--- config.mk ---
export PLATFORM = sky130hd
export DESIGN_NAME = axi_sram_slave_flat
export DESIGN_NICKNAME = d
export VERILOG_FILES = /design/src/rtl/axi_sram_slave_pkg.sv /design/src/rtl/axi_sram_slave_if.sv /design/src/rtl/axi_sram_slave_fifo.sv /design/src/rtl/axi_sram_slave.sv /design/src/flat_wrapper.sv
export SDC_FILE = /design/constraint.sdc
export NUM_CORES = 1
export LEC_CHECK = 0
export ABC_CLOCK_PERIOD_IN_PS = 5600
export BUFFER_PORTS_ARGS = -buffer_cell sky130_fd_sc_hd__buf_2
export CORE_UTILIZATION = 50
export CTS_BUF_LIST = sky130_fd_sc_hd__clkbuf_4
export DETAILED_ROUTE_END_ITERATION = 12
export MAX_ROUTING_LAYER = met4
export PLACE_DENSITY_LB_ADDON = 0.3
export SYNTH_ARGS = -nofsm -noshare
export SYNTH_HDL_FRONTEND = slang
export SYNTH_SLANG_ARGS = --single-unit
--- constraint.sdc ---
create_clock -name clk -period 5.6 [get_ports clk]
set_input_delay 0.56 -clock clk [delete_from_list [all_inputs] [get_ports clk]]
set_output_delay 0.56 -clock clk [all_outputs]
set_load 0.05 [all_outputs]
--- src/rtl/axi_sram_slave_pkg.sv ---
// -----------------------------------------------------------------------------
// axi_sram_slave_pkg
// Shared types and constants for the AXI-to-SRAM system memory slave.
//   - AXI_DATA_WIDTH : bus/SRAM data width macro (defaults to 32 when the
//                      surrounding build does not provide it)
//   - axi_sram_state_t : controller state encoding
//   - AXI_RESP_OKAY    : the only write response this slave ever returns
//   - SKID_ENTRIES     : depth of the read-path skid buffer
// -----------------------------------------------------------------------------
`ifndef AXI_DATA_WIDTH
`define AXI_DATA_WIDTH 32
`endif

package axi_sram_slave_pkg;

  typedef enum logic [1:0] {
    IDLE       = 2'd0,
    WRITE_DATA = 2'd1,
    WRITE_RESP = 2'd2,
    READ_DATA  = 2'd3
  } axi_sram_state_t;

  localparam logic [1:0] AXI_RESP_OKAY = 2'b00;

  // Two entries are enough to cover the one-cycle SRAM latency while the
  // master stalls rready, without ever dropping an in-flight word.
  localparam int SKID_ENTRIES = 2;

endpackage

--- src/rtl/axi_sram_slave_if.sv ---
// -----------------------------------------------------------------------------
// axi_sram_slave_if
// Reduced AXI bus between the L2 AXI master and the SRAM slave.
//   AW : awaddr[31:0], awlen[7:0], awvalid, awready
//   W  : wdata, wlast, wvalid, wready
//   B  : bvalid, bready, bresp[1:0]
//   AR : araddr[31:0], arlen[7:0], arvalid, arready
//   R  : rdata, rvalid, rready
// Modports: master (drives addresses/write data), slave (drives readies,
// responses and read data).
// -----------------------------------------------------------------------------
`ifndef AXI_DATA_WIDTH
`define AXI_DATA_WIDTH 32
`endif

interface axi_sram_slave_if;

  logic [31:0]                 awaddr;
  logic [7:0]                  awlen;
  logic                        awvalid;
  logic                        awready;

  logic [`AXI_DATA_WIDTH-1:0]  wdata;
  logic                        wlast;
  logic                        wvalid;
  logic                        wready;

  logic                        bvalid;
  logic                        bready;
  logic [1:0]                  bresp;

  logic [31:0]                 araddr;
  logic [7:0]                  arlen;
  logic                        arvalid;
  logic                        arready;

  logic [`AXI_DATA_WIDTH-1:0]  rdata;
  logic                        rvalid;
  logic                        rready;

  modport master (
    output awaddr, awlen, awvalid,
    input  awready,
    output wdata, wlast, wvalid,
    input  wready,
    input  bvalid, bresp,
    output bready,
    output araddr, arlen, arvalid,
    input  arready,
    input  rdata, rvalid,
    output rready
  );

  modport slave (
    input  awaddr, awlen, awvalid,
    output awready,
    input  wdata, wlast, wvalid,
    output wready,
    output bvalid, bresp,
    input  bready,
    input  araddr, arlen, arvalid,
    output arready,
    output rdata, rvalid,
    input  rready
  );

endinterface

--- src/rtl/axi_sram_slave_fifo.sv ---
// -----------------------------------------------------------------------------
// axi_sram_slave_fifo
// Small synchronous first-word-fall-through FIFO used as the read skid buffer.
// Parameters: WIDTH (entry width), NUM_ENTRIES (depth).
// Ports:
//   clk, reset        clock, synchronous active-high reset
//   push, push_data   write side; a push while full is accepted only together
//                     with a pop in the same cycle
//   pop, pop_data     read side; pop_data is the head entry whenever !empty
//   empty, full       occupancy flags
//   almost_full       at most one free entry left
// -----------------------------------------------------------------------------
module axi_sram_slave_fifo #(
  parameter int WIDTH       = 32,
  parameter int NUM_ENTRIES = 2
) (
  input  logic             clk,
  input  logic             reset,
  input  logic             push,
  input  logic [WIDTH-1:0] push_data,
  input  logic             pop,
  output logic [WIDTH-1:0] pop_data,
  output logic             empty,
  output logic             full,
  output logic             almost_full
);

  localparam int PTR_W = (NUM_ENTRIES > 1) ? $clog2(NUM_ENTRIES) : 1;
  localparam int CNT_W = $clog2(NUM_ENTRIES + 1);

  logic [WIDTH-1:0] mem [NUM_ENTRIES];
  logic [PTR_W-1:0] wr_ptr;
  logic [PTR_W-1:0] rd_ptr;
  logic [CNT_W-1:0] count;
  logic             do_push;
  logic             do_pop;

  // Explicit wrap keeps non-power-of-two depths correct.
  function automatic logic [PTR_W-1:0] ptr_inc(input logic [PTR_W-1:0] p);
    return (p == PTR_W'(NUM_ENTRIES - 1)) ? '0 : p + 1'b1;
  endfunction

  assign do_pop  = pop && !empty;
  assign do_push = push && (!full || do_pop);

  // NOTE: sequential state uses non-blocking (<=) so every flop samples
  // pre-edge values regardless of statement order.
  always_ff @(posedge clk) begin
    if (reset) begin
      wr_ptr <= '0;
      rd_ptr <= '0;
      count  <= '0;
    end else begin
      if (do_push) wr_ptr <= ptr_inc(wr_ptr);
      if (do_pop)  rd_ptr <= ptr_inc(rd_ptr);
      case ({do_push, do_pop})
        2'b10:   count <= count + 1'b1;
        2'b01:   count <= count - 1'b1;
        default: count <= count;
      endcase
    end
  end

  // NOTE: storage is deliberately not reset; the count/pointers alone decide
  // what is valid, and leaving the array reset-free lets it map to LUT RAM.
  always_ff @(posedge clk) begin
    if (do_push) mem[wr_ptr] <= push_data;
  end

  assign pop_data    = mem[rd_ptr];
  assign empty       = (count == '0);
  assign full        = (count == CNT_W'(NUM_ENTRIES));
  assign almost_full = (count >= CNT_W'(NUM_ENTRIES - 1));

endmodule

--- src/rtl/axi_sram_slave.sv ---
// -----------------------------------------------------------------------------
// axi_sram_slave
// AXI slave serving L2 line-fill reads and writeback bursts from a single-port
// synchronous SRAM (1-cycle read latency). One burst in flight at a time;
// writes win over reads when both address channels are valid, and a pending
// read waits until the write response has been accepted.
//
// Parameters:
//   MEM_WORDS   SRAM depth in data words (power of two)
// Ports:
//   clk          clock
//   reset        synchronous, active-high; abandons any burst in progress
//   axi_bus      axi_sram_slave_if.slave (AW/W/B/AR/R channels)
//   sram_addr    SRAM word address
//   sram_rd_en   SRAM read strobe, data returns on sram_rdata next cycle
//   sram_wr_en   SRAM write strobe
//   sram_wdata   SRAM write data
//   sram_rdata   SRAM read data
//   proto_err    (AXI_SRAM_PROTO_CHECK_EN only) sticky protocol-error flag
//
// Build option: define AXI_SRAM_PROTO_CHECK_EN to add the protocol checker
// (wlast mismatched to the beat count, or wvalid outside the write data
// phase) and its proto_err output.
// -----------------------------------------------------------------------------
`ifndef AXI_DATA_WIDTH
`define AXI_DATA_WIDTH 32
`endif

module axi_sram_slave
  import axi_sram_slave_pkg::*;
#(
  parameter int MEM_WORDS = 65536
) (
  input  logic                           clk,
  input  logic                           reset,
  axi_sram_slave_if.slave                axi_bus,
  output logic [$clog2(MEM_WORDS)-1:0]   sram_addr,
  output logic                           sram_rd_en,
  output logic                           sram_wr_en,
  output logic [`AXI_DATA_WIDTH-1:0]     sram_wdata,
  input  logic [`AXI_DATA_WIDTH-1:0]     sram_rdata
`ifdef AXI_SRAM_PROTO_CHECK_EN
  ,
  output logic                           proto_err
`endif
);

  localparam int ADDR_WIDTH = $clog2(MEM_WORDS);

  axi_sram_state_t          state_q, state_d;
  logic [ADDR_WIDTH-1:0]    addr_q, addr_d;    // next SRAM word to touch
  logic [7:0]               beats_q, beats_d;  // bus beats left, minus one
  logic [7:0]               issue_q, issue_d;  // SRAM reads still to issue
  logic                     rd_pending_q;      // SRAM word arrives this cycle

  logic                     awready, arready, wready, bvalid, rvalid;
  logic                     fifo_pop;
  logic                     fifo_empty, fifo_full, fifo_almost_full;
  logic [`AXI_DATA_WIDTH-1:0] fifo_head;
  logic                     rd_room;

  // A new SRAM read may only be launched if, counting the word already in
  // flight, the skid buffer cannot overflow when the master stalls. A pop in
  // the same cycle always frees the slot the new word will need.
  assign rd_room = fifo_pop ||
                   (!fifo_full && !(fifo_almost_full && rd_pending_q));

  always_ff @(posedge clk) begin
    if (reset) begin
      state_q      <= IDLE;
      addr_q       <= '0;
      beats_q      <= '0;
      issue_q      <= '0;
      rd_pending_q <= 1'b0;
    end else begin
      state_q      <= state_d;
      addr_q       <= addr_d;
      beats_q      <= beats_d;
      issue_q      <= issue_d;
      rd_pending_q <= sram_rd_en;
    end
  end

  always_comb begin
    // NOTE: every output of this block gets a default first so no path can
    // leave one unassigned and infer a latch.
    state_d    = state_q;
    addr_d     = addr_q;
    beats_d    = beats_q;
    issue_d    = issue_q;
    awready    = 1'b0;
    arready    = 1'b0;
    wready     = 1'b0;
    bvalid     = 1'b0;
    rvalid     = 1'b0;
    fifo_pop   = 1'b0;
    sram_addr  = addr_q;
    sram_rd_en = 1'b0;
    sram_wr_en = 1'b0;
    sram_wdata = '0;

    case (state_q)
      IDLE: begin
        if (axi_bus.awvalid) begin
          // Write first: keeps the master's writeback ahead of its refill.
          awready = 1'b1;
          addr_d  = axi_bus.awaddr[ADDR_WIDTH+1:2];
          beats_d = axi_bus.awlen;
          state_d = WRITE_DATA;
        end else if (axi_bus.arvalid) begin
          // First SRAM read goes out in the arready cycle itself so the
          // first beat is on the bus two cycles later.
          arready    = 1'b1;
          sram_rd_en = 1'b1;
          sram_addr  = axi_bus.araddr[ADDR_WIDTH+1:2];
          addr_d     = axi_bus.araddr[ADDR_WIDTH+1:2] + 1'b1;
          beats_d    = axi_bus.arlen;
          issue_d    = axi_bus.arlen;
          state_d    = READ_DATA;
        end
      end

      WRITE_DATA: begin
        wready = 1'b1;
        if (axi_bus.wvalid) begin
          // Framing comes from the beat count; wlast is not trusted.
          sram_wr_en = 1'b1;
          sram_wdata = axi_bus.wdata;
          addr_d     = addr_q + 1'b1;
          if (beats_q == 8'd0) state_d = WRITE_RESP;
          else                 beats_d = beats_q - 1'b1;
        end
      end

      WRITE_RESP: begin
        bvalid = 1'b1;
        if (axi_bus.bready) state_d = IDLE;
      end

      READ_DATA: begin
        rvalid   = !fifo_empty;
        fifo_pop = rvalid && axi_bus.rready;
        if (fifo_pop) begin
          if (beats_q == 8'd0) state_d = IDLE;
          else                 beats_d = beats_q - 1'b1;
        end
        if ((issue_q != 8'd0) && rd_room) begin
          sram_rd_en = 1'b1;
          addr_d     = addr_q + 1'b1;
          issue_d    = issue_q - 1'b1;
        end
      end

      default: state_d = IDLE;
    endcase

    // Outputs are held quiet for the whole reset cycle, including any
    // combinational response to valids the master is still driving.
    if (reset) begin
      awready    = 1'b0;
      arready    = 1'b0;
      wready     = 1'b0;
      bvalid     = 1'b0;
      rvalid     = 1'b0;
      fifo_pop   = 1'b0;
      sram_addr  = '0;
      sram_rd_en = 1'b0;
      sram_wr_en = 1'b0;
      sram_wdata = '0;
    end
  end

  axi_sram_slave_fifo #(
    .WIDTH       (`AXI_DATA_WIDTH),
    .NUM_ENTRIES (SKID_ENTRIES)
  ) u_skid (
    .clk         (clk),
    .reset       (reset),
    .push        (rd_pending_q),
    .push_data   (sram_rdata),
    .pop         (fifo_pop),
    .pop_data    (fifo_head),
    .empty       (fifo_empty),
    .full        (fifo_full),
    .almost_full (fifo_almost_full)
  );

  assign axi_bus.awready = awready;
  assign axi_bus.arready = arready;
  assign axi_bus.wready  = wready;
  assign axi_bus.bvalid  = bvalid;
  assign axi_bus.bresp   = AXI_RESP_OKAY;
  assign axi_bus.rvalid  = rvalid;
  assign axi_bus.rdata   = rvalid ? fifo_head : '0;

`ifdef AXI_SRAM_PROTO_CHECK_EN
  logic proto_err_q;
  logic proto_viol;

  always_comb begin
    proto_viol = 1'b0;
    if (axi_bus.wvalid) begin
      if (state_q != WRITE_DATA)                       proto_viol = 1'b1;
      else if (axi_bus.wlast != (beats_q == 8'd0))     proto_viol = 1'b1;
    end
  end

  always_ff @(posedge clk) begin
    if (reset)           proto_err_q <= 1'b0;
    else if (proto_viol) proto_err_q <= 1'b1;
  end

`ifndef SYNTHESIS
  always_ff @(posedge clk) begin
    if (!reset && proto_viol && !proto_err_q)
      $error("axi_sram_slave: protocol error (state=%s wlast=%b beats_left=%0d)",
             state_q.name(), axi_bus.wlast, beats_q);
  end
`endif

  assign proto_err = proto_err_q;
`endif

endmodule

--- src/flat_wrapper.sv ---
// flat-port wrapper written by rule: the top's interface ports become plain ports
module axi_sram_slave_flat import axi_sram_slave_pkg::*;
#(
  parameter int MEM_WORDS = 65536
)
  (clk, reset, sram_addr, sram_rd_en, sram_wr_en, sram_wdata, sram_rdata, axi_bus_awaddr, axi_bus_awlen, axi_bus_awvalid, axi_bus_awready, axi_bus_wdata, axi_bus_wlast, axi_bus_wvalid, axi_bus_wready, axi_bus_bvalid, axi_bus_bresp, axi_bus_bready, axi_bus_araddr, axi_bus_arlen, axi_bus_arvalid, axi_bus_arready, axi_bus_rdata, axi_bus_rvalid, axi_bus_rready);
  axi_sram_slave_if axi_bus_i ();
  input  logic clk;
  input  logic reset;
  output logic [$clog2(MEM_WORDS)-1:0] sram_addr;
  output logic sram_rd_en;
  output logic sram_wr_en;
  output logic [`AXI_DATA_WIDTH-1:0] sram_wdata;
  input  logic [`AXI_DATA_WIDTH-1:0] sram_rdata;
  input wire logic [$bits(axi_bus_i.awaddr)-1:0] axi_bus_awaddr;
  input wire logic [$bits(axi_bus_i.awlen)-1:0] axi_bus_awlen;
  input wire logic [$bits(axi_bus_i.awvalid)-1:0] axi_bus_awvalid;
  output wire logic [$bits(axi_bus_i.awready)-1:0] axi_bus_awready;
  input wire logic [$bits(axi_bus_i.wdata)-1:0] axi_bus_wdata;
  input wire logic [$bits(axi_bus_i.wlast)-1:0] axi_bus_wlast;
  input wire logic [$bits(axi_bus_i.wvalid)-1:0] axi_bus_wvalid;
  output wire logic [$bits(axi_bus_i.wready)-1:0] axi_bus_wready;
  output wire logic [$bits(axi_bus_i.bvalid)-1:0] axi_bus_bvalid;
  output wire logic [$bits(axi_bus_i.bresp)-1:0] axi_bus_bresp;
  input wire logic [$bits(axi_bus_i.bready)-1:0] axi_bus_bready;
  input wire logic [$bits(axi_bus_i.araddr)-1:0] axi_bus_araddr;
  input wire logic [$bits(axi_bus_i.arlen)-1:0] axi_bus_arlen;
  input wire logic [$bits(axi_bus_i.arvalid)-1:0] axi_bus_arvalid;
  output wire logic [$bits(axi_bus_i.arready)-1:0] axi_bus_arready;
  output wire logic [$bits(axi_bus_i.rdata)-1:0] axi_bus_rdata;
  output wire logic [$bits(axi_bus_i.rvalid)-1:0] axi_bus_rvalid;
  input wire logic [$bits(axi_bus_i.rready)-1:0] axi_bus_rready;
  assign axi_bus_i.awaddr = axi_bus_awaddr;
  assign axi_bus_i.awlen = axi_bus_awlen;
  assign axi_bus_i.awvalid = axi_bus_awvalid;
  assign axi_bus_awready = axi_bus_i.awready;
  assign axi_bus_i.wdata = axi_bus_wdata;
  assign axi_bus_i.wlast = axi_bus_wlast;
  assign axi_bus_i.wvalid = axi_bus_wvalid;
  assign axi_bus_wready = axi_bus_i.wready;
  assign axi_bus_bvalid = axi_bus_i.bvalid;
  assign axi_bus_bresp = axi_bus_i.bresp;
  assign axi_bus_i.bready = axi_bus_bready;
  assign axi_bus_i.araddr = axi_bus_araddr;
  assign axi_bus_i.arlen = axi_bus_arlen;
  assign axi_bus_i.arvalid = axi_bus_arvalid;
  assign axi_bus_arready = axi_bus_i.arready;
  assign axi_bus_rdata = axi_bus_i.rdata;
  assign axi_bus_rvalid = axi_bus_i.rvalid;
  assign axi_bus_i.rready = axi_bus_rready;
  axi_sram_slave #(.MEM_WORDS(MEM_WORDS)) u_core (.clk(clk), .reset(reset), .axi_bus(axi_bus_i), .sram_addr(sram_addr), .sram_rd_en(sram_rd_en), .sram_wr_en(sram_wr_en), .sram_wdata(sram_wdata), .sram_rdata(sram_rdata));
endmodule
==> results of run 1 <==
## synth_stat cells (3+ instances only)
cell type / number / area, um2
nor2_1: 80 / 300
nand2_1: 65 / 244
edfxtp_1: 64 / 1920
a21oi_1: 53 / 265
mux2i_1: 44 / 440
dfxtp_1: 40 / 801
clkbuf_1: 37 / 139
and3_1: 36 / 225
o21ai_0: 35 / 175
inv_1: 23 / 86.3
nor3_1: 22 / 110
nand3_1: 21 / 105
ha_1: 13 / 163
xnor2_1: 11 / 96.3
nand2b_1: 8 / 50.1
a211oi_1: 7 / 52.6
o32ai_1: 7 / 61.3
a31oi_1: 6 / 37.5
xor2_1: 6 / 52.6
nand4_1: 5 / 31.3
buf_1: 4 / 15.0
nand3b_1: 4 / 30.0
nor4_1: 4 / 25.0
o22ai_1: 4 / 25.0
a22oi_1: 3 / 22.5
and2_1: 3 / 18.8
buf_2: 3 / 15.0
buf_4: 3 / 22.5
mux2_2: 3 / 33.8
nor2b_1: 3 / 18.8
nor3b_1: 3 / 22.5
o211ai_1: 3 / 22.5
## layer usage
| layer | vias up | wire length, um |
|---|---|---|
| met5 | - | 0 |
| met4 | 0 | 187 |
| met3 | 17 | 974 |
| met2 | 213 | 6800 |
| met1 | 2540 | 6400 |
| li1 | 2698 | - |
## cells by family (layout without fill, tap and decap cells)
kind of cell    count (synthesis)  after routing
simple gates                  267            267
compound gates                135            135
flops                         104            104
buf+inv                        71            248
mux                            47             47
xor+xnor                       17             17
fa+ha+maj                      13             13
other cells                     1              2
## cells in the final DEF, fill, tap and decap left out, types with 4 or more instances in the layout
master and count:
buf_2 205, nor2_1 77, nand2_1 65, edfxtp_1 64, a21oi_1 53, mux2i_1 44
dfxtp_1 39, and3_1 36, o21ai_0 35, inv_1 23, nor3_1 22, nand3_1 21
ha_1 13, xnor2_1 11, clkbuf_4 10, nand2b_1 8, o32ai_1 7, a211oi_1 7
xor2_1 6, a31oi_1 6, nand4_1 5, nor4_1 4, o22ai_1 4, nand3b_1 4
## flip-flops by register name, indices dropped and copies added (netlist names), named ones only
signal                count
u_core.u_skid.mem        64
u_core.addr_q            16
u_core.beats_q            8
u_core.issue_q            8
u_core.state_q            2
u_core.u_skid.count       2
u_core.rd_pending_q       1
u_core.u_skid.rd_ptr      1
u_core.u_skid.wr_ptr      1
## final cells by class
| cell class | count | area, um2 |
|---|---|---|
| clock buffers | 10 | 75.1 |
| flip-flops and latches | 104 | 2720 |
| repair buffers | 208 | 1050 |
| multi-input cells | 481 | 2910 |
| well taps | 143 | 179 |
| fillers | 993 | 4380 |
| clock inverters | 6 | 52.6 |
| inverters | 24 | 90.1 |
## power groups by stage
stage	logic (mW)	registers, mW	clock network (mW)
3_3_place_gp	0.983	1.05	0
4_1_cts	1.01	1.04	0.374
6_report	1.03	1.04	0.362
2_1_floorplan	0.793	1.03	0
3_5_place_dp	1.01	1.06	0
5_1_grt	1.13	1.06	0.407
## metrics by stage
step	util	std cells	total power [mW]	hold WS [ns]	cell area, um2
global placement	0.607	960	2.03	0.464	6960
global route	0.618	976	2.60	0.240	7080
finish	0.618	976	2.43	0.283	7080
detailed placement	0.607	960	2.07	0.478	6960
CTS	0.618	976	2.43	0.253	7080
floorplan	-	656	1.82	0.454	5900
## path summary, 6_finish.rpt
kind / from / endpoint / slack [ns] / cells past startpoint
worst min-delay path: sram_rdata[2] / u_core.u_skid.mem[1][2]$_DFFE_PP_ / 0.28 / 1
worst min register to register: u_core.issue_q[6]$_SDFFE_PP0P_ / u_core.issue_q[6]$_SDFFE_PP0P_ / 0.50 / 2
worst max register to register: u_core.state_q[1]$_SDFFE_PP0P_ / u_core.addr_q[13]$_SDFFE_PP0P_ / 2.17 / 7
worst max-delay path: u_core.state_q[1]$_SDFFE_PP0P_ / axi_bus_rdata[2] / 1.63 / 5
==> results_dict.tcl, run 1 <==
set metrics [dict create \
    grt_overflow 0 \
    vias 5468 \
    path_max_fanout 33 \
    syn_inst 655 \
    nNetsFinal 993 \
    worstMarginPinSlew_ns 1.16 \
    critPathTopFamily "simple AND/OR/NAND/NOR gates" \
    max_cap_violations 0 \
    synth_edf_count 64 \
    status "finished clean" \
    critPathBufInv 2 \
    die_x_um 111 \
    synthMuxAreaShare 0.0804 \
    fin_skew_ns 0.0212 \
    async_flop_share 0 \
    rows 39 \
    cts_tree "built" \
    clk-insertion-delay-late_ns 0.45 \
    clk_path_buf_depth 2 \
    rsz0062_at_grt "no" \
    p_per_area_nw_per_um2 343 \
    grt_start_max_net_pins 58 \
    syn_area_um2 5900 \
    synth_compound_area_frac 0.138 \
    place_congestion 0.864 \
    fin_crit_ns 3.97 \
    pin_count 241 \
    vias_per_cell 5.60 \
    finalSetupViolations 0 \
    seqPwrFrac 0.430 \
    ys_ff_latch 104 \
    cts_root_buf "clkbuf_4" \
    antenna_found_initial 0 \
    end_kind "output pin" \
    internal_power_mw 1.38 \
    worstPathArrival_ns 3.41 \
    cpPeakStageDelay_ns 0.93 \
    setup_ws_ns 1.63 \
    htree_levels 3 \
    post-cts-setup-buffers 0 \
    fmax_mhz 252 \
    wl_mm 14.4 \
    slew_violations 0 \
    start_kind "flip-flop" \
    grt.met1_usage 0.317 \
    ys.flop_type "edfxtp_1" \
    grt_use_met3 0.0395 \
    synthAdderAreaFrac 0.0276 \
    track_usage 0.237 \
    grt-busiest-layer "met2" \
    grt_first_pass_wirelength_mm 23.4 \
    slowest_stage "or3_1" \
    postCtsHoldBufs 0 \
    cts_made_buffers 9 \
    core_um2 11500 \
    relSlewSlack 0.224 \
    synth_seq_area_share 0.462 \
    synth_top_family_by_area "simple AND/OR/NAND/NOR gates" \
    synthToLayoutAreaGrowth_pct 20.1 \
    fin_crit_sh 0.710 \
    path_clk_slew_ns 0.18 \
    pre_cts_ws_ns 2.13 \
    die_h_um 111 \
    cts_resized 0 \
    cellLeakagePower_nw 3.03 \
    dr.pass1.iters 5 \
    power_switching_mw 1.05 \
    hold_viol_final 0 \
    synth_cell_type_count 55 \
    synth-xor-area-share 0.0252 \
    final_antenna_net_count 0 \
    criticalPathCategory "flip-flop to output pin" \
    layout-drive-gt1-share 0.282 \
    setup_tns_ns 0 \
    irDropWorstVdd_uv 186 \
    ys.warnings.count 0 \
    start_util 0.514 \
    dieArea_um2 12200 \
    grt_pass1_vias 5013 \
    synthSimpleGateAreaFrac 0.219 \
    path_cells "ha_1 -> inv_1 -> or3_1 -> nor2_1 -> buf_2" \
    numPortBuffers 205 \
    p_comb_frac 0.422 \
    use_met2 0.371 \
    syn_area_per_cell_um2 9.00 \
    cp.required_ns 5.04 \
    wire_per_inst_um 14.7 \
    p_clk_frac 0.149 \
    antenna_cells 0 \
    dr.first_iter.drc_count 455 \
    hpwl_mm 10.2 \
    drc 0 \
    cts_sinks 104 \
    hold_path_class "primary input to flip-flop" \
    switching_share 0.434 \
]
Note: power is estimated with default switching activity, not from simulation.
==> inputs of run 2 (changes only) <==
--- a/config.mk
+++ b/config.mk
@@ -5,9 +5,10 @@
 export SDC_FILE = /design/constraint.sdc
 export NUM_CORES = 1
 export LEC_CHECK = 0
-export ABC_CLOCK_PERIOD_IN_PS = 5600
+export ABC_AREA = 1
+export ABC_CLOCK_PERIOD_IN_PS = 3200
 export BUFFER_PORTS_ARGS = -buffer_cell sky130_fd_sc_hd__buf_2
-export CORE_UTILIZATION = 50
+export CORE_UTILIZATION = 46
 export CTS_BUF_LIST = sky130_fd_sc_hd__clkbuf_4
 export DETAILED_ROUTE_END_ITERATION = 12
 export MAX_ROUTING_LAYER = met4
==> constraint.sdc (replaced) <==
create_clock -name clk -period 3.2 [get_ports clk]
set_input_delay 0.32 -clock clk [delete_from_list [all_inputs] [get_ports clk]]
set_output_delay 0.32 -clock clk [all_outputs]
set_load 0.05 [all_outputs]
==> run 2 against run 1 <==
Synthesized cell count increased by 35%. Clock skew increased by 0.0030 ns. Count of clock-buffer cells in the layout unchanged. Critical endpoint is now axi_bus_rdata[8]. Highest routed layer unchanged. Via count increased by 13%. Utilization decreased by 1.7 points. Critical path type unchanged. Global-route usage increased by 0.97 points. Sequential share of layout area decreased by 3.1 points. Synthesized area increased by 4.7%. Largest power group is now combinational cells.
==> results_dict.tcl, run 2 <==
set metrics [dict create \
    synth_top_area_cell "edfxtp_1" \
    synth_seq_area_share 0.441 \
    slew_violations 0 \
    drc 0 \
    syn_area_per_cell_um2 7.00 \
    finalSetupViolations 0 \
    cts_resized 0 \
    cellLeakagePower_nw 3.83 \
    core_um2 12800 \
    place_congestion 0.912 \
    status "finished clean" \
    vias 6180 \
    fmax_mhz 360 \
    rrSetupSlack_ns 0.93 \
    grt_start_max_net_pins 41 \
    wl_met2_mm 7.62 \
    track_usage 0.246 \
    dr_wl_met3_mm 1.02 \
    dieArea_um2 13900 \
    dr.pass1.iters 5 \
    p_per_area_nw_per_um2 611 \
    cts_tree "built" \
    r2r-start "u_core.state_q[1]$_SDFFE_PP0P_" \
    start_util 0.481 \
    hold_path_class "primary input to flip-flop" \
    nNetsFinal 1259 \
    wl_met1_mm 7.48 \
    pin_count 241 \
    critPathTopFamily "buffers and inverters" \
    worstSetupStartpoint "u_core.u_skid.count[0]$_SDFFE_PP0P_" \
    ys_top_cells_by_area "edfxtp_1 31%, nand2_1 13%, dfxtp_1 13%" \
    hpwl_mm 11.6 \
    hold_ws_ns 0.0359 \
    path_cells "inv_1 -> ha_1 -> nor2_4 -> inv_1 -> a21oi_1 -> buf_2" \
    clk_path_buf_depth 2 \
    fin_total_pwr_mw 4.70 \
    top_regs "u_core.u_skid.mem: 64 flops, u_core.addr_q: 16 flops" \
    criticalPathCategory "flip-flop to output pin" \
    rows 41 \
    largest_reg_flops 64 \
    crit_path_frequent_cell "inv_1" \
    grt_first_pass_wirelength_mm 26.8 \
    path_clk_slew_ns 0.16 \
    end_kind "output pin" \
    syn_area_um2 6170 \
    numPortBuffers 205 \
    crit_end "axi_bus_rdata[8]" \
    die_h_um 118 \
    max_cap_violations 0 \
    async_flop_share 0 \
    cpPeakStageDelay_ns 0.46 \
    wire_per_inst_um 12.9 \
    fin_crit_sh 0.868 \
    critPathBufInv 3 \
    grt_pass1_vias 5612 \
    yosysMostFrequentCell "nand2_1" \
    path_depth 6 \
    hold_viol_final 0 \
    relSlewSlack 0.261 \
    cts_made_buffers 9 \
    top_layer_used "met4" \
    layout_common_cells "217 x nand2_1, 205 x buf_2, 137 x nor2_1" \
    clk-insertion-delay-late_ns 0.47 \
    cts_root_buf "clkbuf_4" \
    worstMarginPinSlew_ns 1.11 \
    synthToLayoutAreaGrowth_pct 24.7 \
    rsz0062_at_grt "no" \
    cp.required_ns 2.88 \
    wl_mm 16.4 \
    layout-drive-gt1-share 0.222 \
    path_max_fanout 32 \
    r2r_cells 11 \
    die_x_um 118 \
    antenna_found_initial 1 \
    htree_levels 3 \
    final_antenna_net_count 0 \
    ys_ff_latch 104 \
    grt_overflow 0 \
    fin_crit_ns 2.78 \
    synth_edf_count 64 \
    worstPathArrival_ns 2.46 \
    synth_cell_type_count 28 \
    yosys-top-cells-count "217 x nand2_1, 139 x nor2_1, 119 x inv_1, 88 x a21oi_1, 76 x o21ai_0" \
    slowest_stage "inv_1" \
    ys.warnings.count 0 \
    syn_inst 882 \
    fin_skew_ns 0.0242 \
    vias_per_cell 4.86 \
    ys.flop_type "edfxtp_1" \
    r2r_end "u_core.beats_q[5]$_SDFFE_PP0P_" \
    dr.first_iter.drc_count 396 \
    start_kind "flip-flop" \
    top_register "u_core.u_skid.mem" \
    final_common_cell "nand2_1" \
    irDropWorstVdd_uv 375 \
    cts_sinks 104 \
    setup_tns_ns 0 \
    synth_top_cell_area_share 0.311 \
]
[run 2: cell types whose count changed in the layout (fill, tap and decap cells not counted), moves of 8 or more]
cell           before  now
nand2_1            65  217
inv_1              23  119
nor2_1             77  137
mux2i_1            44    0
o21ai_0            35   76
and3_1             36    0
a21oi_1            53   88
nand3_1            21   47
dlygate4sd3_1       0   22
nor3_1             22    7
xnor2_1            11    2
nand2b_1            8    0
[run 2: cells by family after synthesis]
family / count (synthesis) / synth area share
AND/OR/NAND/NOR: 425 / 0.276
AO/OA/AOI/OAI: 170 / 0.140
buffers and inverters: 160 / 0.103
flip-flops: 104 / 0.441
adder cells (fa/ha/maj): 13 / 0.0264
XOR/XNOR: 9 / 0.0128
other: 1 / 0.000608
[run 2: where the power goes]
part	internal (mW)	switching, mW	leakage, nW
combinational	0.652	1.53	2.85
clock	0.258	0.448	0.0756
sequential	1.65	0.162	0.908
total	2.56	2.14	3.83
[run 2: metal layers]
metal  GRT usage  vias up
met5           -        -
met4      0.0817        0
met3      0.0334       16
met2       0.387      224
met1       0.328     2692
li1            -     3248
[run 2: worst reg2reg max path, cell delays in order, from the launching register on]
cell and delay [ns]:
dfxtp_1 0.37, ha_1 0.21, buf_4 0.18, nor2_2 0.11, buf_4 0.25, inv_2 0.16
nand4_1 0.12, nand2_1 0.18, inv_1 0.30, o21ai_0 0.16, nor2_1 0.13, nor2_1 0.05
[run 2: layout make-up]
type                            instances  area [um2]
Clock inverter                          6        73.8
Fill cell                            1253        5130
Inverter                              123         462
Multi-Input combinational cell        619        2830
Sequential cell                       104        2720
Tap cell                              172         215
Clock buffer                           10        75.1
Antenna cell                            1        2.50
Timing Repair Buffer                  237        1320
[run 2: stage by stage]
stage	setup WS (ns)	utilization	cell area (um2)	cells
3_3_place_gp	0.973	0.571	7330	1233
5_1_grt	0.244	0.600	7700	1272
4_1_cts	0.417	0.595	7620	1264
2_1_floorplan	0.00887	-	6180	883
6_report	0.423	0.600	7700	1272
3_5_place_dp	0.969	0.571	7330	1233
[run 2: how the worst min path moves through the flow]
| stage | slack (ns) | end | cells after the start | from |
|---|---|---|---|---|
| 6_report | 0.04 | u_core.u_skid.mem[1][6]$_DFFE_PP_ | 1 | sram_rdata[6] |
| 5_1_grt | 0.002 | u_core.u_skid.mem[0][4]$_DFFE_PP_ | 1 | sram_rdata[4] |
| 4_1_cts | 0.0001 | u_core.u_skid.mem[1][6]$_DFFE_PP_ | 1 | sram_rdata[6] |
| 3_5_place_dp | 0.47 | u_core.u_skid.rd_ptr$_SDFFE_PP0P_ | 2 | u_core.u_skid.rd_ptr$_SDFFE_PP0P_ |
| 3_3_place_gp | 0.46 | u_core.u_skid.rd_ptr$_SDFFE_PP0P_ | 2 | u_core.u_skid.rd_ptr$_SDFFE_PP0P_ |
| 2_1_floorplan | 0.42 | u_core.u_skid.mem[0][0]$_DFFE_PP_ | 0 | sram_rdata[0] |
[run 2: repair_timing]
action,4_1_cts,5_1_grt
hold buffers,15,7
buffers inserted,0,0
endpoints found under the hold margin,28,9
endpoints found under the setup margin,0,0
==> inputs of run 3 (changes only) <==
--- a/config.mk
+++ b/config.mk
@@ -8,11 +8,12 @@
 export ABC_AREA = 1
 export ABC_CLOCK_PERIOD_IN_PS = 3200
 export BUFFER_PORTS_ARGS = -buffer_cell sky130_fd_sc_hd__buf_2
-export CORE_UTILIZATION = 46
+export CORE_UTILIZATION = 47
 export CTS_BUF_LIST = sky130_fd_sc_hd__clkbuf_4
 export DETAILED_ROUTE_END_ITERATION = 12
 export MAX_ROUTING_LAYER = met4
 export PLACE_DENSITY_LB_ADDON = 0.3
 export SYNTH_ARGS = -nofsm -noshare
 export SYNTH_HDL_FRONTEND = slang
+export SYNTH_HIERARCHICAL = 1
 export SYNTH_SLANG_ARGS = --single-unit
==> run 3 against run 2 <==
Die area increased by 6.0%. Sequential power hardly changed. Via count is 0.50% higher. Utilization shrank 0.80 points. Critical path type unchanged. Largest cell class unchanged. Highest routed layer unchanged.
==> results_dict.tcl, run 3 <==
set metrics [dict create \
    wire_per_inst_um 12.5 \
    hpwl_mm 11.6 \
    pin_count 241 \
    fin_crit_ns 2.84 \
    place_congestion 0.913 \
    hold_start "sram_rdata[19]" \
    ys_top_cells_by_area "edfxtp_1 29%, dfxtp_1 12%, nor2_1 9.9%" \
    die_h_um 121 \
    grt_first_pass_wirelength_mm 25.1 \
    holdPathEnd "u_core/u_skid/mem[0][19]$_DFFE_PP_" \
    track_usage 0.222 \
    fin_skew_ns 0.0298 \
    final_common_cell "buf_2" \
    placed_area_um2 7770 \
    layout_common_cells "205 x buf_2, 176 x nor2_1, 147 x nand2_1" \
    cellLeakagePower_nw 4.17 \
    synthToLayoutAreaGrowth_pct 22.9 \
    cts_tree "built" \
    fin_cells 1275 \
    grt_overflow 0 \
    syn_inst 869 \
    rrSetupSlack_ns 0.95 \
    final_area_um2 8220 \
    r2r-start "u_core/state_q[1]$_SDFFE_PP0P_" \
    cts_made_buffers 9 \
    irDropWorstVdd_uv 321 \
    p_per_area_nw_per_um2 599 \
    hold_ws_ns 0.0348 \
    die_x_um 121 \
    start_util 0.482 \
    numPortBuffers 205 \
    rsz0062_at_grt "no" \
    hold_path_class "primary input to flip-flop" \
    slowest_stage "inv_1" \
    synth_top_cell_area_share 0.287 \
    dr.first_iter.drc_count 365 \
    top_regs "u_core/u_skid/mem: 64 flops, u_core/addr_q: 16 flops" \
    vias_per_cell 4.87 \
    synth_top_area_cell "edfxtp_1" \
    worstMarginPinSlew_ns 0.953 \
    top_register "u_core/u_skid/mem" \
    yosys-top-cells-count "177 x nor2_1, 147 x nand2_1, 129 x inv_1, 64 x edfxtp_1, 58 x o21ai_0" \
    start_kind "flip-flop" \
    nNetsFinal 1257 \
    cts_root_buf "clkbuf_4" \
    synth_edf_count 64 \
    setup_tns_ns 0 \
    pre_cts_ws_ns 0.928 \
    ys_ff_latch 104 \
    synth_cell_type_count 43 \
    htree_levels 3 \
    largest_reg_flops 64 \
    clk-insertion-delay-late_ns 0.49 \
    fin_total_pwr_mw 4.92 \
    max_cap_violations 0 \
    hold_viol_final 0 \
    vias 6211 \
    end_kind "output pin" \
    wl_mm 16.0 \
    antenna_found_initial 1 \
    drc 0 \
    ys.warnings.count 6 \
    holdPathStages 1 \
    grt_start_max_net_pins 36 \
    dp.cells 1229 \
    fmax_mhz 352 \
    finalSetupViolations 0 \
    cpPeakStageDelay_ns 0.70 \
    utilization 0.592 \
    setup_ws_ns 0.362 \
    dr.pass1.iters 5 \
    cts_sinks 104 \
    clk_path_buf_depth 2 \
    post-cts-setup-buffers 0 \
    path_clk_slew_ns 0.19 \
    worstPathArrival_ns 2.52 \
    layout-drive-gt1-share 0.276 \
    synth_seq_area_share 0.407 \
    path_cells "ha_1 -> inv_2 -> nor3_2 -> inv_1 -> nor2_1 -> buf_2" \
    dieArea_um2 14700 \
    final_antenna_net_count 0 \
    core_um2 13900 \
    async_flop_share 0 \
    criticalPathCategory "flip-flop to output pin" \
    r2r_cells 8 \
    grt_pass1_vias 5351 \
    syn_area_um2 6690 \
    rows 43 \
    relSlewSlack 0.364 \
    nFillCells 1312 \
    r2r_end "u_core/state_q[0]$_SDFFE_PP0P_" \
    syn_area_per_cell_um2 7.70 \
    status "finished clean" \
    yosysMostFrequentCell "nor2_1" \
    slew_violations 0 \
    cp.required_ns 2.88 \
    path_max_fanout 32 \
    fin_crit_sh 0.887 \
    ys.flop_type "edfxtp_1" \
]
-- run 3: cell count changes after synthesis, sizes merged, moves of 3 or more --
cell	change
nand2	-66
a21oi	-41
inv	+12
nor2	+44
nand3	-4
o21bai	-3
ha	+3
clkbuf	-11
o21ai	-5
buf	+9
mux2	+32
-- run 3: final cells by class --
class | count | area, um2 | share of cell area
Clock buffer | 9 | 67.6 | 0.00822
Tap cell | 180 | 225 | 0.0274
Multi-Input combinational cell | 596 | 3220 | 0.392
Antenna cell | 1 | 2.50 | 0.000304
Timing Repair Buffer | 243 | 1380 | 0.168
Inverter | 135 | 509 | 0.0619
Sequential cell | 104 | 2720 | 0.331
Clock inverter | 7 | 88.8 | 0.0108
-- run 3: worst max-delay path by stage --
stage / slack [ns] / cells after the start / end / startpoint
floorplan: 0.31 / 7 / sram_wdata[22] / u_core/state_q[1]$_SDFFE_PP0P_
global placement: 1.01 / 9 / u_core/u_skid/mem[0][7]$_DFFE_PP_ / u_core/state_q[0]$_SDFFE_PP0P_
finish: 0.36 / 6 / axi_bus_rdata[8] / u_core/state_q[1]$_SDFFE_PP0P_
CTS: 0.35 / 6 / axi_bus_rdata[5] / u_core/state_q[1]$_SDFFE_PP0P_
detailed placement: 0.93 / 6 / axi_bus_rdata[5] / u_core/state_q[0]$_SDFFE_PP0P_
global route: 0.17 / 6 / axi_bus_rdata[8] / u_core/state_q[0]$_SDFFE_PP0P_
-- run 3: per-layer routing --
metal	GRT usage	vias to the layer above	part of all wire
met2	0.347	223	0.45
met4	0.0718	0	0.013
met1	0.292	2758	0.47
met3	0.0390	19	0.065
li1	-	3211	-
met5	-	-	0
-- run 3: report_power, final --
group	switching, mW	internal [mW]
registers	0.183	1.66
clock network	0.469	0.252
logic	1.61	0.748
total	2.26	2.66
-- run 3: critical path, delay by kind of cell, from the launching register on --
family | cells | cell delay, ns
buffers and inverters | 3 | 1.17
adder cells (fa/ha/maj) | 1 | 0.22
flip-flops | 1 | 0.40
AND/OR/NAND/NOR | 2 | 0.22
-- run 3: kinds of logic (layout without fill, tap and decap cells) --
| family | Yosys count | after routing | synth area share |
|---|---|---|---|
| muxes | 32 | 32 | 0.0707 |
| buffers and inverters | 170 | 394 | 0.113 |
| adders and majority gates | 16 | 16 | 0.0299 |
| xor gates and xnor gates | 11 | 11 | 0.0144 |
| other | 1 | 3 | 0.000561 |
| and+or+nand+nor | 408 | 408 | 0.259 |
| DFF | 104 | 104 | 0.407 |
| AOI/OAI and AO/OA | 127 | 127 | 0.105 |
-- run 3: timing repair --
item | in CTS | in global routing
resized for setup | 0 | 0
endpoints found under the hold margin | 56 | 2
hold buffers | 28 | 1
endpoints found under the setup margin | 0 | 0
